--- src/rtl/fifo_rd_stream.sv ---
// fifo_rd_stream
//   Turns the one-cycle-latency read port of an upstream FIFO into a
//   first-word-fall-through valid/ready stream, using a 3-entry circular
//   skid buffer.
//
// Ports
//   rd_clk        sole clock, rising edge
//   rd_rst        synchronous active-high reset
//   fifo_empty    upstream FIFO empty flag
//   fifo_rd_en    read request to the upstream FIFO
//   fifo_rd_data  upstream read data, valid the cycle after an accepted read
//   out_valid     downstream valid
//   out_ready     downstream ready
//   out_data      downstream data (head of the buffer)
//   level         words currently held in the buffer (excludes inflight word)
//   xfer_cnt      completed downstream transfers, wraps
module fifo_rd_stream #(
  parameter int unsigned DATA_WIDTH = 4,
  parameter int unsigned CNT_WIDTH  = 16
) (
  input  logic                  rd_clk,
  input  logic                  rd_rst,
  input  logic                  fifo_empty,
  output logic                  fifo_rd_en,
  input  logic [DATA_WIDTH-1:0] fifo_rd_data,
  output logic                  out_valid,
  input  logic                  out_ready,
  output logic [DATA_WIDTH-1:0] out_data,
  output logic [1:0]            level,
  output logic [CNT_WIDTH-1:0]  xfer_cnt
);

  logic [DATA_WIDTH-1:0] buffer [3];
  logic [1:0]            count;
  logic [1:0]            wr_idx;
  logic [1:0]            rd_idx;
  logic                  inflight;
  logic                  xfer;

  function automatic logic [1:0] next_idx(input logic [1:0] idx);
    return (idx == 2'd2) ? 2'd0 : idx + 2'd1;
  endfunction

  // Reads are only requested while the buffer can absorb the word already
  // in flight plus the new one, so the buffer can never overflow and
  // out_ready never reaches fifo_rd_en combinationally.
  always_comb begin
    fifo_rd_en = !rd_rst && !fifo_empty &&
                 (({1'b0, count} + {2'b00, inflight}) < 3'd3);
  end

  always_comb begin
    out_valid = (count != 2'd0);
    out_data  = buffer[rd_idx];
    level     = count;
    xfer      = out_valid && out_ready;
  end

  always_ff @(posedge rd_clk) begin
    if (rd_rst) begin
      count    <= '0;
      inflight <= 1'b0;
      wr_idx   <= '0;
      rd_idx   <= '0;
      xfer_cnt <= '0;
    end else begin
      inflight <= fifo_rd_en;
      if (inflight) begin
        wr_idx <= next_idx(wr_idx);
      end
      if (xfer) begin
        rd_idx   <= next_idx(rd_idx);
        xfer_cnt <= xfer_cnt + 1'b1;
      end
      case ({inflight, xfer})
        2'b10:   count <= count + 2'd1;
        2'b01:   count <= count - 2'd1;
        default: count <= count;
      endcase
    end
  end

  // Storage needs no reset: count alone decides which entries are valid.
  always_ff @(posedge rd_clk) begin
    if (inflight && !rd_rst) begin
      buffer[wr_idx] <= fifo_rd_data;
    end
  end

endmodule

--- config.mk ---
export PLATFORM = sky130hd
export DESIGN_NAME = fifo_rd_stream
export DESIGN_NICKNAME = d
export VERILOG_FILES = /design/src/rtl/fifo_rd_stream.sv
export SDC_FILE = /design/constraint.sdc
export NUM_CORES = 1
export LEC_CHECK = 0
export CELL_PAD_IN_SITES_DETAIL_PLACEMENT = 0
export CELL_PAD_IN_SITES_GLOBAL_PLACEMENT = 1
export CORE_MARGIN = 5
export CORE_UTILIZATION = 38
export CTS_CLUSTER_DIAMETER = 200
export DETAILED_ROUTE_END_ITERATION = 16
export HOLD_SLACK_MARGIN = 0.08
export PLACE_DENSITY_LB_ADDON = 0.1
export SLEW_MARGIN = 10
export SYNTH_ARGS = -nofsm -noshare
export SYNTH_HDL_FRONTEND = slang
export SYNTH_SLANG_ARGS = --single-unit
--- constraint.sdc ---
create_clock -name rd_clk -period 2.15 [get_ports rd_clk]
set_clock_uncertainty 0.1 [all_clocks]
set_input_delay 0.5375 -clock rd_clk [delete_from_list [all_inputs] [get_ports rd_clk]]
set_output_delay 0.5375 -clock rd_clk [all_outputs]
set_load 0.01 [all_outputs]
======== Word level (Yosys, flattened, before mapping) ========
Memory sizes are Yosys's and may differ from the RTL's. A register that Yosys moved wholly into a read port is not among the register bits.
Cells that the tools add are included.
storage, ports and cells
  bits in registers ....................... 23
  RAM bits ................................ 12
  input bits .............................. 8
  output and inout bits ................... 24
  word-level logic and storage cells ...... 32
  memories kept ........................... 1
cells by class
  add/subtract/negate cells ............... 6
  order comparisons ....................... 1
  equality and inequality tests ........... 4
  multiplexer cells ....................... 7
  reductions and logical operators ........ 8
memories
  name    depth  bits a word  read ports  clocked after Yosys merged registers in  wr ports  line  source
  buffer  3      4            1           1                                        1         33    logic [DATA_WIDTH-1:0] buffer [3];
operators with widths
  kind                                                                           count
  16-bit by 1-bit adder with 16-bit output (second input constant)               1
  2-bit 2-to-1 mux                                                               4
  2-bit by 1-bit adder with 2-bit output (second input constant)                 3
  2-bit == test (second input constant)                                          3
  1-bit logical AND                                                              4
  2-bit case mux with 2 select lines                                             1
  2-bit nonzero test                                                             2
  2-bit by 1-bit adder with 3-bit output                                         1
  3-bit by 2-bit less-than comparator with 1-bit output (second input constant)  1
  2-bit by 1-bit == test with 1-bit output (second input constant)               1
  1-bit logical NOT                                                              2
  1-bit 2-to-1 mux                                                               2
  2-bit by 1-bit subtractor with 2-bit output (second input constant)            1

======== Longest topological paths before layout ========
Gate-level depths: netlist of the first run.
  depth in word-level cells ............... 4
  depth in mapped cells ................... 6

======== Least setup slack after synthesis of the first run ========
No wires, ideal clock.
  path type ............................... register to output
  from .................................... reg count[0], in the netlist level[0]
  to ...................................... out fifo_rd_en
  data arrival time ....................... 1,612 ps
  data required time ...................... 1,512 ps
  slack ................................... -99 ps
  stages on the path, launching flop included .. 4
  path buffers ............................ 0
  cells stage by stage .................... dfxtp_1 -> ha_1 -> ha_1 -> a2111oi_0
on the way
  word-level cells in the longest chain between the ends .. 3
RTL lines
  element                                                line  source
  from (decl)                                            34    logic [1:0] count;
  from (signal assigned)                                 76    2'b10: count <= count + 2'd1;
  from (signal assigned)                                 77    2'b01: count <= count - 2'd1;
  from (signal assigned)                                 78    default: count <= count;
  2-bit by 1-bit adder with 3-bit output                 49    (({1'b0, count} + {2'b00, inflight}) < 3'd3);
  3-bit by 2-bit less-than comparator with 1-bit output  49
  1-bit logical AND                                      48    fifo_rd_en = !rd_rst && !fifo_empty &&
  to (decl)                                              24    output logic fifo_rd_en,
Every way passes these cells.

======== Worst setup path in the final report of the first run ========
Ends and elaborated chain as after synthesis.

==> implementation parameters, run 1 <==
Parameter                              Value

Outcome
  Status    completed

Worst setup path
  CP Data Required Time    1.51 ns
  CP Cell Sequence    ha_2 > ha_4 > a2111oi_4 > buf_2
  Worst Setup End Kind    output port
  WP data arrival    1.48 ns
  Highest cell delay on the worst timing path    0.33 ns
  Setup crit start kind    flip-flop
  Slowest stage cell, crit path    sky130_fd_sc_hd__dfxtp_1
  Biggest fanout along the worst timing path    2
  CP Class    flip-flop to output port

Detailed routing
  Remaining DRCs    0
  Detailed-routing iteration count for the pre-antenna-repair pass    4
  Starting DRC count in detailed routing    27
  Vias per inst    4.84
  ANT nets after route    0
  Total Wirelength    3.27 mm
  DR vias    1214
  Post-detailed-route wirelength per cell    13.0 microns

Final layout
  Post-Layout Inst Area    0.00215 sq mm
  Total inserted antenna cells    0
  Layout cells sized above 1    16.9%
  Storage cell area    865 sq um
  Area growth from synthesis to layout    37.2%
  Combined area of the multi-input logic cells    701 sq um
  # nets final    212
  Layout fillers    368

Clock network
  Number of buffers created by CTS    5
  Number of buffers on the longest clock path    2
  Number of clock sinks    37
  Register clock-pin slew on the reported worst setup and hold paths    0.07 ns
  Later-pin clock latency in the skew report    0.28 ns
  # Post-CTS Setup Buffers    0
  Count of hold-fix buffers inserted at cts    0
  H-tree level count    2
  Clock tree from TritonCTS    yes
  Buffer cell driving the clock tree root    sky130_fd_sc_hd__clkbuf_8

Global routing
  Number of antenna violations at the first check in global routing    0
  Global route overflow    0
  Total routing resource utilization after global routing    13.5%
  First-pass GRT wire length    5.66 mm
  Largest net degree at the start of global routing    28
  Via count of the first global-routing pass    1228

Yosys
  Total standard cell area after synthesis    0.00157 sq mm
  Post-synthesis register bit count    37
  Area share of the leading cell type in the synthesized netlist    31.9%
  Synthesized netlist cell count    152
  Mean instance size in the synthesized netlist    10.3 sq um
  Nets in the synthesized netlist    164
  Yosys Warn Count    0
  Leading cell types by total area after synthesis    sky130_fd_sc_hd__dfxtp_1 32%, sky130_fd_sc_hd__edfxtp_1 23%, sky130_fd_sc_hd__nor2_1 4.5%
  Portion of the post-synthesis area used by sequential elements    54.9%
  Netlist cell types    34
  Synth area leader    sky130_fd_sc_hd__dfxtp_1

Power and ir drop
  Overall power after layout    1.74 mW
  Worst voltage drop across the vdd grid    339 uV
  Standby leakage power    0.798 nW
  Cell Pwr Density    808 mW/mm^2

Min path
  Worst hold-check path type    flip-flop to flip-flop

Timing
  Final Hold Slack    0.401 ns
  Final Cycle Share    98.5%
  Min cycle time layout    2.12 ns
  Timing-limited maximum frequency    0.472 GHz
  Max-slew violation total from the final report    0
  Final Hold Violating Endpoints    0
  Setup repair after global routing missed its margin    yes
  Setup-violating endpoint count in the final report    0
  Relative max-transition margin    71.8%
  Transition time at the pin with the least slew margin    0.412 ns

Floorplanning
  Height of the die    74.3 microns
  Overall die area    0.00551 sq mm
  Die boundary width    74.3 microns
  Effective utilization at floorplan    39.2%
  Floorplan Core Area    0.00400 sq mm
  I/O pin total    32
  Standard-cell rows    23

Place
  RePlAce Congestion    0.824
  Placed instance area    0.00203 sq mm
  Final HPWL DP    2.43 mm
  Number of input and output port buffers inserted    31

Job
  Reported max-cap violation count    0
==> critical path, delay by kind of cell (launching register included) <==
| family | cells | cell delay (ns) |
|---|---|---|
| adder cells (fa/ha/maj) | 2 | 0.40 |
| buffers and inverters | 1 | 0.18 |
| flip-flops | 1 | 0.33 |
| AO/OA/AOI/OAI | 1 | 0.28 |
==> cell families (layout without fill, tap and decap cells) <==
| family | after synthesis | in the layout | synth area share, % |
|---|---|---|---|
| compound gates | 22 | 22 | 8.69 |
| xor+xnor | 11 | 11 | 6.14 |
| buf+inv | 9 | 58 | 2.63 |
| mux | 7 | 7 | 4.70 |
| flops | 37 | 37 | 54.9 |
| simple gates | 62 | 62 | 19.8 |
| fa+ha+maj | 4 | 4 | 3.19 |
==> placed cells by master (no fill, tap or decap), types with 2 or more instances in the layout <==
cell                              count
sky130_fd_sc_hd__dlymetal6s2s_1       4
sky130_fd_sc_hd__nor3b_1              2
sky130_fd_sc_hd__nand2_1             16
sky130_fd_sc_hd__nor2_1              19
sky130_fd_sc_hd__nor2b_1              2
sky130_fd_sc_hd__xnor2_1              5
sky130_fd_sc_hd__a21oi_1              9
sky130_fd_sc_hd__nand3_1              3
sky130_fd_sc_hd__nor3_1               5
sky130_fd_sc_hd__clkdlybuf4s50_1     25
sky130_fd_sc_hd__o31ai_1              2
sky130_fd_sc_hd__buf_4               15
sky130_fd_sc_hd__mux2_2               2
sky130_fd_sc_hd__clkbuf_8             5
sky130_fd_sc_hd__dfxtp_1             22
sky130_fd_sc_hd__or3_1                2
sky130_fd_sc_hd__inv_1                4
sky130_fd_sc_hd__o21ai_0              7
sky130_fd_sc_hd__or4_1                2
sky130_fd_sc_hd__dfxtp_2              3
sky130_fd_sc_hd__nand4_1              3
sky130_fd_sc_hd__edfxtp_1            12
sky130_fd_sc_hd__xor2_1               6
sky130_fd_sc_hd__ha_1                 2
sky130_fd_sc_hd__mux2i_1              4
sky130_fd_sc_hd__and4_1               2
sky130_fd_sc_hd__clkinv_2             2
==> cell type report <==
class                   instances  area share [%]
flip-flops and latches         37            40.2
clock buffers                   6            3.37
multi-input cells             106            32.6
inverters                       4           0.698
clock inverters                 2           0.465
repair buffers                 46            19.8
well taps                      50            2.91
==> registers in the layout, summed over array words and instances (netlist names), named ones only <==
signal / flops
buffer: 12
inflight: 1
rd_idx: 2
xfer_cnt: 16
level: 2
wr_idx: 2
==> synth_stat cells <==
library cell                instances
sky130_fd_sc_hd__nor3_1             5
sky130_fd_sc_hd__nand2_1           16
sky130_fd_sc_hd__buf_6              1
sky130_fd_sc_hd__nand3_1            3
sky130_fd_sc_hd__nor3b_1            2
sky130_fd_sc_hd__o21ai_0            7
sky130_fd_sc_hd__mux2_1             1
sky130_fd_sc_hd__mux2_2             2
sky130_fd_sc_hd__dfxtp_1           25
sky130_fd_sc_hd__clkbuf_1           3
sky130_fd_sc_hd__nand2b_1           1
sky130_fd_sc_hd__or2_1              1
sky130_fd_sc_hd__o211ai_2           1
sky130_fd_sc_hd__ha_1               4
sky130_fd_sc_hd__mux2i_1            4
sky130_fd_sc_hd__nor2b_1            2
sky130_fd_sc_hd__xnor2_1            5
sky130_fd_sc_hd__nand4_1            3
sky130_fd_sc_hd__a21oi_1            9
sky130_fd_sc_hd__a2111oi_0          2
sky130_fd_sc_hd__or3_1              2
sky130_fd_sc_hd__and4_1             2
sky130_fd_sc_hd__nor4b_2            1
sky130_fd_sc_hd__or4_1              2
sky130_fd_sc_hd__nor4_1             1
sky130_fd_sc_hd__o31ai_1            2
sky130_fd_sc_hd__nand3b_1           1
sky130_fd_sc_hd__xor2_1             6
sky130_fd_sc_hd__inv_1              4
sky130_fd_sc_hd__edfxtp_1          12
sky130_fd_sc_hd__or2_2              1
sky130_fd_sc_hd__nor2_1            19
sky130_fd_sc_hd__buf_1              1
sky130_fd_sc_hd__o2111a_1           1
==> layer usage <==
metal	GRT usage, %	share of wire, %
met5	0	0
met4	4.15	1.5
met3	4.05	3.8
met2	23.3	49
met1	16.0	45
==> final timing paths <==
path	start	endpoint	slack, ns	depth (start not counted)
worst min register to register	xfer_cnt[1]$_SDFFE_PP0N_	xfer_cnt[1]$_SDFFE_PP0N_	0.40	2
worst min-delay path	xfer_cnt[1]$_SDFFE_PP0N_	xfer_cnt[1]$_SDFFE_PP0N_	0.40	2
worst max register to register	level[1]$_SDFFE_PP0P_	xfer_cnt[13]$_SDFFE_PP0N_	0.35	5
worst max-delay path	level[0]$_SDFFE_PP0P_	fifo_rd_en	0.03	4
==> where the power goes <==
group / total [mW] / switching [mW] / internal [mW] / leakage (nW)
Combinational: 0.462 / 0.207 / 0.254 / 0.441
Clock: 0.454 / 0.230 / 0.224 / 0.0450
Sequential: 0.822 / 0.0480 / 0.774 / 0.312
Total: 1.74 / 0.486 / 1.25 / 0.798
==> stage by stage <==
stage                     TNS [ns]  setup WS [ns]  cells  util (%)
after floorplan                  0        0.00816    152         -
after global placement       -1.40         -0.413    243      50.7
after detailed placement     -1.81         -0.393    243      50.7
after CTS                        0         0.0101    251      53.2
after global routing       -0.0572        -0.0572    251      53.8
final                            0         0.0312    251      53.8
==> repair_timing <==
item	4_1_cts	5_1_grt
pin swaps	1	0
endpoints found under the setup margin	6	5
cloned	0	0
resized for setup	11	6
(Power assumes the default switching activity.)
==> run 2, diff against run 1 <==
--- a/config.mk
+++ b/config.mk
@@ -12,7 +12,7 @@
 export CTS_CLUSTER_DIAMETER = 200
 export DETAILED_ROUTE_END_ITERATION = 16
 export HOLD_SLACK_MARGIN = 0.08
-export PLACE_DENSITY_LB_ADDON = 0.1
+export PLACE_DENSITY = 0.8
 export SLEW_MARGIN = 10
 export SYNTH_ARGS = -nofsm -noshare
 export SYNTH_HDL_FRONTEND = slang
==> implementation parameters, run 2 (synthesis results as in run 1) <==
Parameter                              Value

Floorplanning
  Floorplan Core Area    0.00400 sq mm
  Effective utilization at floorplan    39.2%
  Height of the die    74.3 microns
  Standard-cell rows    23
  Overall die area    0.00551 sq mm
  Die boundary width    74.3 microns
  I/O pin total    32

Detailed routing
  Detailed-routing iteration count for the pre-antenna-repair pass    4
  ANT nets after route    0
  Post-detailed-route wirelength per cell    13.7 microns
  Total Wirelength    3.41 mm
  DR vias    1251
  Vias per inst    5.04
  Remaining DRCs    0
  Starting DRC count in detailed routing    62

Min path
  Worst hold-check path type    flip-flop to flip-flop
  Startpoint of the worst hold path    rd_idx[1]$_SDFFE_PP0N_
  Worst Hold Depth    2

Timing
  Post-route setup slack    0.0765 ns
  Min cycle time layout    2.07 ns
  Setup repair after global routing missed its margin    no
  Final Cycle Share    96.4%
  Setup-violating endpoint count in the final report    0
  TNS Setup    0 ns
  Max-slew violation total from the final report    0
  Timing-limited maximum frequency    0.482 GHz
  Final Hold Violating Endpoints    0
  Relative max-transition margin    73.3%
  Transition time at the pin with the least slew margin    0.397 ns

Power and ir drop
  Cell internal pwr    1.26 mW
  Part of the power in combinational logic    27.0%
  Sw Ratio    28.9%
  Power share of the sequential group    46.8%
  Switching power    0.512 mW
  Cell Pwr Density    829 mW/mm^2
  Standby leakage power    0.786 nW
  Worst voltage drop across the vdd grid    605 uV
  Clock network fraction of total power    26.3%

Clock network
  Later-pin clock latency in the skew report    0.29 ns
  Number of clock sinks    37
  Clock tree from TritonCTS    yes
  # Post-CTS Setup Buffers    0
  Register clock-pin slew on the reported worst setup and hold paths    0.07 ns
  Number of buffers created by CTS    5
  H-tree level count    2
  Number of buffers on the longest clock path    2
  Buffer cell driving the clock tree root    sky130_fd_sc_hd__clkbuf_8

Global routing
  Via count of the first global-routing pass    1270
  Number of antenna violations at the first check in global routing    0
  Global route overflow    0
  Total routing resource utilization after global routing    13.4%
  Largest net degree at the start of global routing    28
  First-pass GRT wire length    5.62 mm

Place
  RePlAce Congestion    0.750
  Worst setup timing slack at the placement stage    -0.362 ns
  Number of input and output port buffers inserted    31
  Final HPWL DP    2.49 mm
  Placed instance area    0.00201 sq mm

Final layout
  Most flops, register    xfer_cnt
  Utilization after layout    53.5%
  Most frequent standard cell in the layout excluding fill and tap cells    sky130_fd_sc_hd__clkdlybuf4s50_1
  Commonest cells after routing, fill and taps aside    25 x sky130_fd_sc_hd__clkdlybuf4s50_1, 21 x sky130_fd_sc_hd__dfxtp_1, 19 x sky130_fd_sc_hd__nor2_1
  Area growth from synthesis to layout    36.4%
  Total inserted antenna cells    0
  Layout cells sized above 1    16.2%
  Max FFs per register    16
  # nets final    209
  Regs by FF count    xfer_cnt x16, buffer x12
  Post-Layout Inst Area    0.00214 sq mm

Outcome
  Status    completed

Worst setup path
  CP Data Required Time    1.51 ns
  WP data arrival    1.44 ns
  CP Class    flip-flop to output port
  Startpoint of the lowest-slack register-to-register path    level[1]$_SDFFE_PP0P_
  R2r setup slk    0.34 ns
  Setup crit start kind    flip-flop
  Biggest fanout along the worst timing path    2
  Worst Setup End Kind    output port
  Destination of the worst register-to-register timing path    xfer_cnt[13]$_SDFFE_PP0N_
  Worst Reg2Reg Path Length in Cells    5

Job
  Reported max-cap violation count    0
-- run 2: worst max-delay path, cell delays in order (launching register included) --
cell	delay [ns]
sky130_fd_sc_hd__dfxtp_2	0.34
sky130_fd_sc_hd__ha_4	0.16
sky130_fd_sc_hd__ha_4	0.22
sky130_fd_sc_hd__a2111oi_4	0.26
sky130_fd_sc_hd__buf_2	0.18
-- run 2: layout make-up --
type                    instances  area [sq um]
fillers                       381          1860
flip-flops and latches         37           866
multi-input cells             106           711
repair buffers                 43           404
clock buffers                   6          72.6
well taps                      50          62.6
inverters                       4          15.0
clock inverters                 2          10.0
-- run 2: metal layers --
layer  vias to the layer above  GRT usage (%)  share of wire [%]
met2                        29           22.6                 50
met4                         0           5.53                2.1
met1                       589           14.6                 42
met3                         7           5.81                6.7
met5                         -              0                  0
li1                        626              -                  -
-- run 2: metrics by stage --
stage	hold slack (ns)	instances	total power, mW
after CTS	0.413	248	1.77
after floorplan	0.359	152	1.05
after global routing	0.438	248	1.87
after global placement	0.378	240	1.27
after detailed placement	0.398	240	1.29
final	0.395	248	1.77
-- run 2: worst max-delay path by stage --
stage,endpoint,start,slack (ns),cells after the start
after floorplan,fifo_rd_en,level[0]$_SDFFE_PP0P_,0.008,3
after global placement,fifo_rd_en,fifo_empty,-0.36,3
after detailed placement,fifo_rd_en,fifo_empty,-0.36,3
after CTS,fifo_rd_en,inflight$_SDFF_PP0_,0.01,4
after global routing,fifo_rd_en,inflight$_SDFF_PP0_,0.02,4
final,fifo_rd_en,level[0]$_SDFFE_PP0P_,0.08,4
-- run 2: power groups by stage --
| stage | Clock, mW | Sequential, mW | Combinational, mW |
|---|---|---|---|
| 2_1_floorplan | 0 | 0.849 | 0.201 |
| 3_3_place_gp | 0 | 0.831 | 0.441 |
| 3_5_place_dp | 0 | 0.833 | 0.461 |
| 4_1_cts | 0.484 | 0.822 | 0.465 |
| 5_1_grt | 0.509 | 0.838 | 0.518 |
| 6_report | 0.466 | 0.830 | 0.479 |
-- run 2: what timing repair did --
| item | 4_1_cts | 5_1_grt |
|---|---|---|
| pin swaps | 1 | 0 |
| gates resized for setup | 10 | 9 |
| endpoints found under the setup margin | 6 | 5 |
| hold buffers | 0 | 0 |
